`src/rtl/debounce_pkg.sv`:
```
// ---------------------------------------------------------------------------
// debounce_pkg
// Shared types and helpers for the push-button debouncer.
//   db_state_t : four-state debounce FSM encoding
//   level_of() : debounced level presented while in a given state
//   is_wait()  : true while a candidate level change is being qualified
// ---------------------------------------------------------------------------
package debounce_pkg;

    typedef enum logic [1:0] {
        LOW       = 2'd0,
        RISE_WAIT = 2'd1,
        HIGH      = 2'd2,
        FALL_WAIT = 2'd3
    } db_state_t;

    // A WAIT state still reports the old, accepted level.
    function automatic logic level_of(input db_state_t s);
        return (s == HIGH) || (s == FALL_WAIT);
    endfunction

    function automatic logic is_wait(input db_state_t s);
        return (s == RISE_WAIT) || (s == FALL_WAIT);
    endfunction

endpackage

```
`src/rtl/tick_gen.sv`:
```
// ---------------------------------------------------------------------------
// tick_gen
// Free-running divider producing a one-cycle enable every DIV clk cycles.
// Used as a clock-enable instead of a derived slow clock.
//   clk   : system clock
//   reset : asynchronous, active-high; counter returns to 0
//   tick  : high on the last count of each period (combinational)
// ---------------------------------------------------------------------------
module tick_gen #(
    parameter int DIV = 100000
) (
    input  logic clk,
    input  logic reset,
    output logic tick
);

    localparam int CW = (DIV > 1) ? $clog2(DIV) : 1;
    localparam logic [CW-1:0] LAST = CW'(DIV - 1);

    logic [CW-1:0] count_q;
    logic [CW-1:0] count_d;

    // Next count: wrap to zero after the last count of the period.
    always_comb begin
        count_d = count_q;
        if (count_q == LAST) begin
            count_d = '0;
        end else begin
            count_d = count_q + CW'(1);
        end
    end

    assign tick = (count_q == LAST);

    // Divider counter register.
    always_ff @(posedge clk or posedge reset) begin
        if (reset) begin
            count_q <= '0;
        end else begin
            count_q <= count_d;
        end
    end

endmodule

```
`src/rtl/input_debounce_fsm.sv`:
```
// ---------------------------------------------------------------------------
// input_debounce_fsm
// Synchronizes a raw button pin, samples it on a divided tick and debounces
// it with a four-state FSM.
//   clk     : system clock
//   reset   : asynchronous, active-high
//   btn_in  : raw asynchronous pin (may bounce)
//   x       : debounced level (registered)
//   x_rise  : one-cycle pulse when x goes 0->1
//   x_fall  : one-cycle pulse when x goes 1->0
//   busy    : high while a candidate change is being qualified
// ---------------------------------------------------------------------------
module input_debounce_fsm
    import debounce_pkg::*;
#(
    parameter int TICK_DIV     = 100000,
    parameter int STABLE_TICKS = 4
) (
    input  logic clk,
    input  logic reset,
    input  logic btn_in,
    output logic x,
    output logic x_rise,
    output logic x_fall,
    output logic busy
);

    localparam int QW = $clog2(STABLE_TICKS + 1);
    localparam logic [QW:0] ST_W = (QW + 1)'(STABLE_TICKS);
    localparam bit ST_ONE = (STABLE_TICKS == 1);

    logic       tick;
    logic       s1_q;
    logic       s2_q;
    db_state_t  state_q, state_d;
    logic [QW-1:0] qcnt_q, qcnt_d;
    logic [QW:0]   qcnt_inc;
    logic       qual_done;
    logic       x_q, x_d;
    logic       rise_q, rise_d;
    logic       fall_q, fall_d;
    logic       busy_q, busy_d;

    tick_gen #(.DIV(TICK_DIV)) u_tick (
        .clk   (clk),
        .reset (reset),
        .tick  (tick)
    );

    // One extra bit so the compare against STABLE_TICKS cannot wrap.
    assign qcnt_inc  = {1'b0, qcnt_q} + (QW + 1)'(1);
    assign qual_done = (qcnt_inc == ST_W);

    // FSM next-state, qualify counter and strobe decode; only ticks advance.
    always_comb begin
        state_d = state_q;
        qcnt_d  = qcnt_q;
        rise_d  = 1'b0;
        fall_d  = 1'b0;
        if (tick) begin
            case (state_q)
                LOW: begin
                    if (s2_q) begin
                        if (ST_ONE) begin
                            state_d = HIGH;
                            rise_d  = 1'b1;
                        end else begin
                            state_d = RISE_WAIT;
                            qcnt_d  = QW'(1);
                        end
                    end else begin
                        state_d = LOW;
                    end
                end
                RISE_WAIT: begin
                    if (!s2_q) begin
                        state_d = LOW;
                        qcnt_d  = '0;
                    end else if (qual_done) begin
                        state_d = HIGH;
                        qcnt_d  = '0;
                        rise_d  = 1'b1;
                    end else begin
                        qcnt_d  = qcnt_inc[QW-1:0];
                    end
                end
                HIGH: begin
                    if (!s2_q) begin
                        if (ST_ONE) begin
                            state_d = LOW;
                            fall_d  = 1'b1;
                        end else begin
                            state_d = FALL_WAIT;
                            qcnt_d  = QW'(1);
                        end
                    end else begin
                        state_d = HIGH;
                    end
                end
                FALL_WAIT: begin
                    if (s2_q) begin
                        state_d = HIGH;
                        qcnt_d  = '0;
                    end else if (qual_done) begin
                        state_d = LOW;
                        qcnt_d  = '0;
                        fall_d  = 1'b1;
                    end else begin
                        qcnt_d  = qcnt_inc[QW-1:0];
                    end
                end
                default: begin
                    state_d = LOW;
                    qcnt_d  = '0;
                end
            endcase
        end else begin
            state_d = state_q;
        end
        // Outputs follow the next state so x changes on the accepting edge.
        x_d    = level_of(state_d);
        busy_d = is_wait(state_d);
    end

    // Synchronizer, FSM state, qualify counter and registered outputs.
    always_ff @(posedge clk or posedge reset) begin
        if (reset) begin
            s1_q    <= 1'b0;
            s2_q    <= 1'b0;
            state_q <= LOW;
            qcnt_q  <= '0;
            x_q     <= 1'b0;
            rise_q  <= 1'b0;
            fall_q  <= 1'b0;
            busy_q  <= 1'b0;
        end else begin
            s1_q    <= btn_in;
            s2_q    <= s1_q;
            state_q <= state_d;
            qcnt_q  <= qcnt_d;
            x_q     <= x_d;
            rise_q  <= rise_d;
            fall_q  <= fall_d;
            busy_q  <= busy_d;
        end
    end

    assign x      = x_q;
    assign x_rise = rise_q;
    assign x_fall = fall_q;
    assign busy   = busy_q;

endmodule

```
`config.mk`:
```
export PLATFORM = sky130hd
export DESIGN_NAME = input_debounce_fsm
export DESIGN_NICKNAME = d
export VERILOG_FILES = /design/src/rtl/debounce_pkg.sv /design/src/rtl/tick_gen.sv /design/src/rtl/input_debounce_fsm.sv
export SDC_FILE = /design/constraint.sdc
export NUM_CORES = 1
export LEC_CHECK = 0
export BUFFER_PORTS_ARGS = -buffer_cell sky130_fd_sc_hd__buf_2
export CORE_ASPECT_RATIO = 0.75
export CORE_MARGIN = 3
export CORE_UTILIZATION = 30
export DETAILED_ROUTE_END_ITERATION = 7
export PLACE_DENSITY = 0.56
export SETUP_SLACK_MARGIN = 0.2
export SYNTH_ARGS = -nofsm -noshare
export SYNTH_HDL_FRONTEND = slang
export SYNTH_SLANG_ARGS = --single-unit
```
`constraint.sdc`:
```
create_clock -name clk -period 2.17 [get_ports clk]
set_clock_uncertainty 0.05 [all_clocks]
set_input_delay 0.434 -clock clk [delete_from_list [all_inputs] [get_ports clk]]
set_output_delay 0.434 -clock clk [all_outputs]
set_load 0.005 [all_outputs]
```
Yosys cells after proc, flatten, opt, wreduce, memory -nomap -nowiden

Cells that the tools add are included.

Register bits: 28
Bits of input ports: 3

Eq/ne operators: 10
Multiplexer cells: 22
Reduce and logical (&&, ||, !) cells: 4
Add/subtract/negate cells: 2

Operators by type and width:

| kind                                                                  | count |
|---|---|
| 17-bit by 1-bit adder with 17-bit output, second input constant       | 1 |
| 17-bit equality test, second input constant                           | 1 |
| 17-bit 2-to-1 mux                                                     | 1 |
| 3-bit 2-to-1 mux                                                      | 5 |
| 3-bit one-hot mux with 4 select lines                                 | 1 |
| 2-bit 2-to-1 mux                                                      | 5 |
| 1-bit 2-to-1 mux                                                      | 9 |
| 2-bit equality test, second input constant                            | 4 |
| 2-bit one-hot mux with 4 select lines                                 | 1 |
| 3-bit by 1-bit adder with 4-bit output, second input constant         | 1 |
| 2-bit by 1-bit equality test with 1-bit output, second input constant | 2 |
| 4-bit by 3-bit equality test with 1-bit output, second input constant | 1 |
| 2-bit != test, second input constant                                  | 2 |
| 3-bit AND reduction                                                   | 1 |
| 2-bit zero test                                                       | 1 |
| 1-bit logical OR                                                      | 2 |

Longest topological paths before layout

Depth in word-level cells: 8
Mapped depth: 6
Gate-level depth less buffers: 5

By module

A second synthesis with hierarchy kept.

Cell total of the unflattened synthesis: 117
Area total of the unflattened synthesis: 1282.5 um^2

By module, submodules not included:

| module             | area each (um^2) | cells an instance | instances |
|---|---|---|---|
| tick_gen           | 825.8            | 75                | 1 |
| input_debounce_fsm | 456.7            | 42                | 1 |

Worst setup path before layout

OpenSTA, ideal clock, no wires.

Kind: register to register
From: register u_tick.count_q[5]
To: register state_q[1]
Data required time: 1992 ps
Library setup time: 128 ps
Setup slack: -91 ps
Period minus slack after synthesis: 2261 ps
Arrival: 2083 ps
Cell stages (with the launch flop): 5
Cells stage by stage: dfrtp_1 -> or4_4 -> nor4_4 -> or3b_1 -> mux2_1

Word-level cells in the longest chain between the ends: 2

RTL lines:

| what                     | RTL line                  | text |
|---|---|---|
| start: declaration       | tick_gen.sv:20            | `logic [CW-1:0] count_q;` |
| start signal: assignment | tick_gen.sv:40            | `count_q <= count_d;` |
| 17-bit equality test     | tick_gen.sv:33            | `assign tick = (count_q == LAST);` |
| 2-bit 2-to-1 mux         | input_debounce_fsm.sv:60  | `if (tick) begin` |
| named net state_d[1]     | input_debounce_fsm.sv:35  | `db_state_t state_q, state_d;` |
| end signal: assignment   | input_debounce_fsm.sv:139 | `state_q <= state_d;` |
| end: declaration         | input_debounce_fsm.sv:35  |  |

The timed path passes the listed nets, and every way through them passes these cells.
A chain may end at the register's enable or synchronous reset.

Final worst setup path

From: register u_tick.count_q[13]
To: register state_q[1]

The elaborated chain is that of the path after synthesis.

==> metrics.md <==
| Metric | Value |
|---|---|
| Status | `finished clean` |
| Syn_area_per_cell | `11.1 sq um` |
| Post-Synthesis Cells | `113` |
| CP arrival | `2.23 ns` |
| Drt pass-1 iters | `4` |
| Filler instances | `403` |
| Synthesized cell area | `0.00126 sq mm` |
| Tcrit/Tclk final | `0.978` |
| Worst slew margin | `0.652` |
| Tmin final | `2.12 ns` |
| WS Path Type | `reg2reg` |
| WL final | `2340 microns` |
| Met1 Track Usage GR | `0.149` |
| Row Count | `19` |
| Dpl hpwl | `1760 microns` |
| Number of flops mapped to enable cells by yosys | `0` |
| Endpoints failing hold | `0` |
| Switch Pwr | `152 uW` |
| Routed vias | `902` |
| Tot GR Track Use | `0.113` |
| Grt met2 use | `0.186` |
| Fmax | `0.471 GHz` |
| Antenna viol nets, final | `0` |
| Unrepaired setup endpoints after global routing | `yes` |
| Die Wd | `80.8 microns` |
| Cts hold-fix bufs | `0` |
| Final Instance Count excl. Fillers | `187` |
| Finished Core Util | `0.394` |
| Post-DP Area | `0.00143 sq mm` |
| Worst r2r src | `u_tick.count_q[13]` |
| Post-Place Worst Slack | `0.0411 ns` |
| Leak | `0.720 nW` |
| Share of the synthesized area in the top cell type | `0.537` |
| Die area | `0.00501 sq mm` |
| Max-capacitance violation count | `0` |
| Vias in the first global route | `956` |
| Reg2reg path depth | `4` |
| Gp weighted congestion | `0.813` |
| Clk_lat worst skew | `0.26 ns` |
| Setup TNS | `0 ns` |
| Unique masters post-synth | `32` |
| M3 GR Usage | `0.0331` |
| Min Hold Slack | `0.160 ns` |
| Die Y | `62.1 microns` |
| Diodes inserted | `0` |
| Initial antenna violation count | `0` |
| Data required, critical path | `2.27 ns` |
| Pwr Density | `521 mW/mm^2` |
| Area contributors post-synth | `dfrtp_1, xnor2_1, xor2_1` |
| Syn. warnings | `0` |
| Final setup margin | `0.0483 ns` |
| Design Power | `791 uW` |
| Avg WL per Cell | `12.5 microns` |
| P_int | `639 uW` |
| Sequential share of the synthesized area | `0.537` |
| Top-count cell post-synth | `dfrtp_1` |
| Synth-to-Final Area Change | `20.7%` |
| Worst Hold Class | `in2async` |
| Clk network pwr share | `0.342` |
| Switching share of power | `0.192` |
| Critical Path Fanout Max | `3` |
| Commonest cells in the synthesized netlist | `dfrtp_1, nor2_1, xnor2_1` |
| Comb power frac | `0.018` |
| Flop pwr share | `0.640` |
| Max VDD drop | `246 uV` |
| Maximum buffer depth of the clock tree | `2` |
| Clock Sinks | `27` |
| CTS Buf Count | `3` |
| Initial DRC Count | `23` |
| Cell accounting for the most synthesized area | `dfrtp_1` |
| Fin area | `0.00152 sq mm` |
| Synthesized Nets | `119` |
| DP Cell Count | `180` |
| GR peak layer | `met2` |
| Critical Path Source Type | `flip-flop` |
| Core ar. | `0.00385 sq mm` |
| PortBufs | `6` |
| Share of cells above drive strength 1 | `0.237` |
| Drt drc | `0` |
| Clock Pin Slew Worst Setup and Hold Paths | `0.08 ns` |
| Initial Utilization | `0.327` |
| Ys flop type | `dfrtp_1` |
| First-pass GRT wire length | `4260 microns` |
| Io pins | `7` |
| Worst-margin pin slew | `0.518 ns` |
| Max Slew Vio Count | `0` |
| CTS tree | `built` |
| R2r endpoint | `state_q[1]` |
| Drt via density | `4.82` |
| H-tree levels | `1` |
| Final setup fails | `0` |
| Clk root buf | `clkbuf_8` |
| Largest net degree at the start of global routing | `28` |
| Nets | `142` |
| Async S/R FF share, synth | `1.00` |
| Total gr overflow | `0` |
| R2r setup slk | `0.05 ns` |
| #FFs+latches synth | `27` |
| Critical Path End Type | `flip-flop` |
[worst max-delay path, stage by stage, from the launching register on]
cell,delay [ns]
dfrtp_1,0.39
or4_4,0.54
nor4_4,0.28
or3b_4,0.44
mux2_4,0.31
[metal layers]
layer  part of all wire  wire, microns  vias to the layer above
met3              0.042             98                        2
met4             0.0098             23                        0
li1                   -              -                      444
met2               0.46           1080                       12
met5                  0              0                        -
met1               0.49           1140                      444
[state kept, by name, indices dropped and copies added, names as in the netlist]
signal / count
s2_q: 1
x: 1
s1_q: 1
x_fall: 1
state_q: 2
x_rise: 1
qcnt_q: 3
u_tick.count_q: 17
[power groups by stage]
stage	Sequential, mW	Clock [mW]	Combinational, mW
2_1_floorplan	0.516	0	0.00917
3_3_place_gp	0.516	0	0.0149
3_5_place_dp	0.516	0	0.0154
4_1_cts	0.506	0.290	0.0155
5_1_grt	0.507	0.314	0.0173
6_report	0.506	0.270	0.0146
[layout make-up]
| type | instances | area [sq um] | share of cell area |
|---|---|---|---|
| Sequential cell | 27 | 676 | 0.445 |
| Multi-Input combinational cell | 81 | 589 | 0.388 |
| Timing Repair Buffer | 19 | 128 | 0.0841 |
| Tap cell | 52 | 65.1 | 0.0429 |
| Clock buffer | 4 | 45.0 | 0.0297 |
| Inverter | 4 | 15.0 | 0.00989 |
[cells in the final DEF, fill, tap and decap left out, types with 3 or more instances in the layout]
master / instances
buf_2: 6
nor2_1: 9
nor4_1: 3
buf_4: 13
nand4_1: 7
nand3_1: 6
dfrtp_1: 27
ha_1: 3
xnor2_1: 8
clkbuf_8: 3
inv_1: 4
nand2_1: 7
xor2_1: 6
nor3_1: 4
nor2b_1: 3
[worst max-delay path by stage]
stage,startpoint,endpoint,slack (ns)
after floorplan,u_tick.count_q[6],state_q[1],-0.08
after global placement,u_tick.count_q[14],x,0.07
after detailed placement,u_tick.count_q[14],state_q[1],0.04
after CTS,u_tick.count_q[13],state_q[1],0.04
after global routing,u_tick.count_q[13],state_q[1],0.02
final,u_tick.count_q[13],state_q[1],0.05
[timing repair]
action                     4_1_cts  5_1_grt
pin swaps                        2        0
resized for setup                2        1
hold endpoints to repair         0        0
setup endpoints to repair        5        7
setup buffers                    3        0
[logic make-up after synthesis]
family | after synthesis | share of synthesized area
AOI/OAI and AO/OA | 9 | 0.0488
xor gates and xnor gates | 14 | 0.0975
adders and majority gates | 3 | 0.0299
buffers and inverters | 5 | 0.0149
DFF | 27 | 0.537
muxes | 3 | 0.0269
and+or+nand+nor | 52 | 0.245
(Power assumes the default switching activity.)
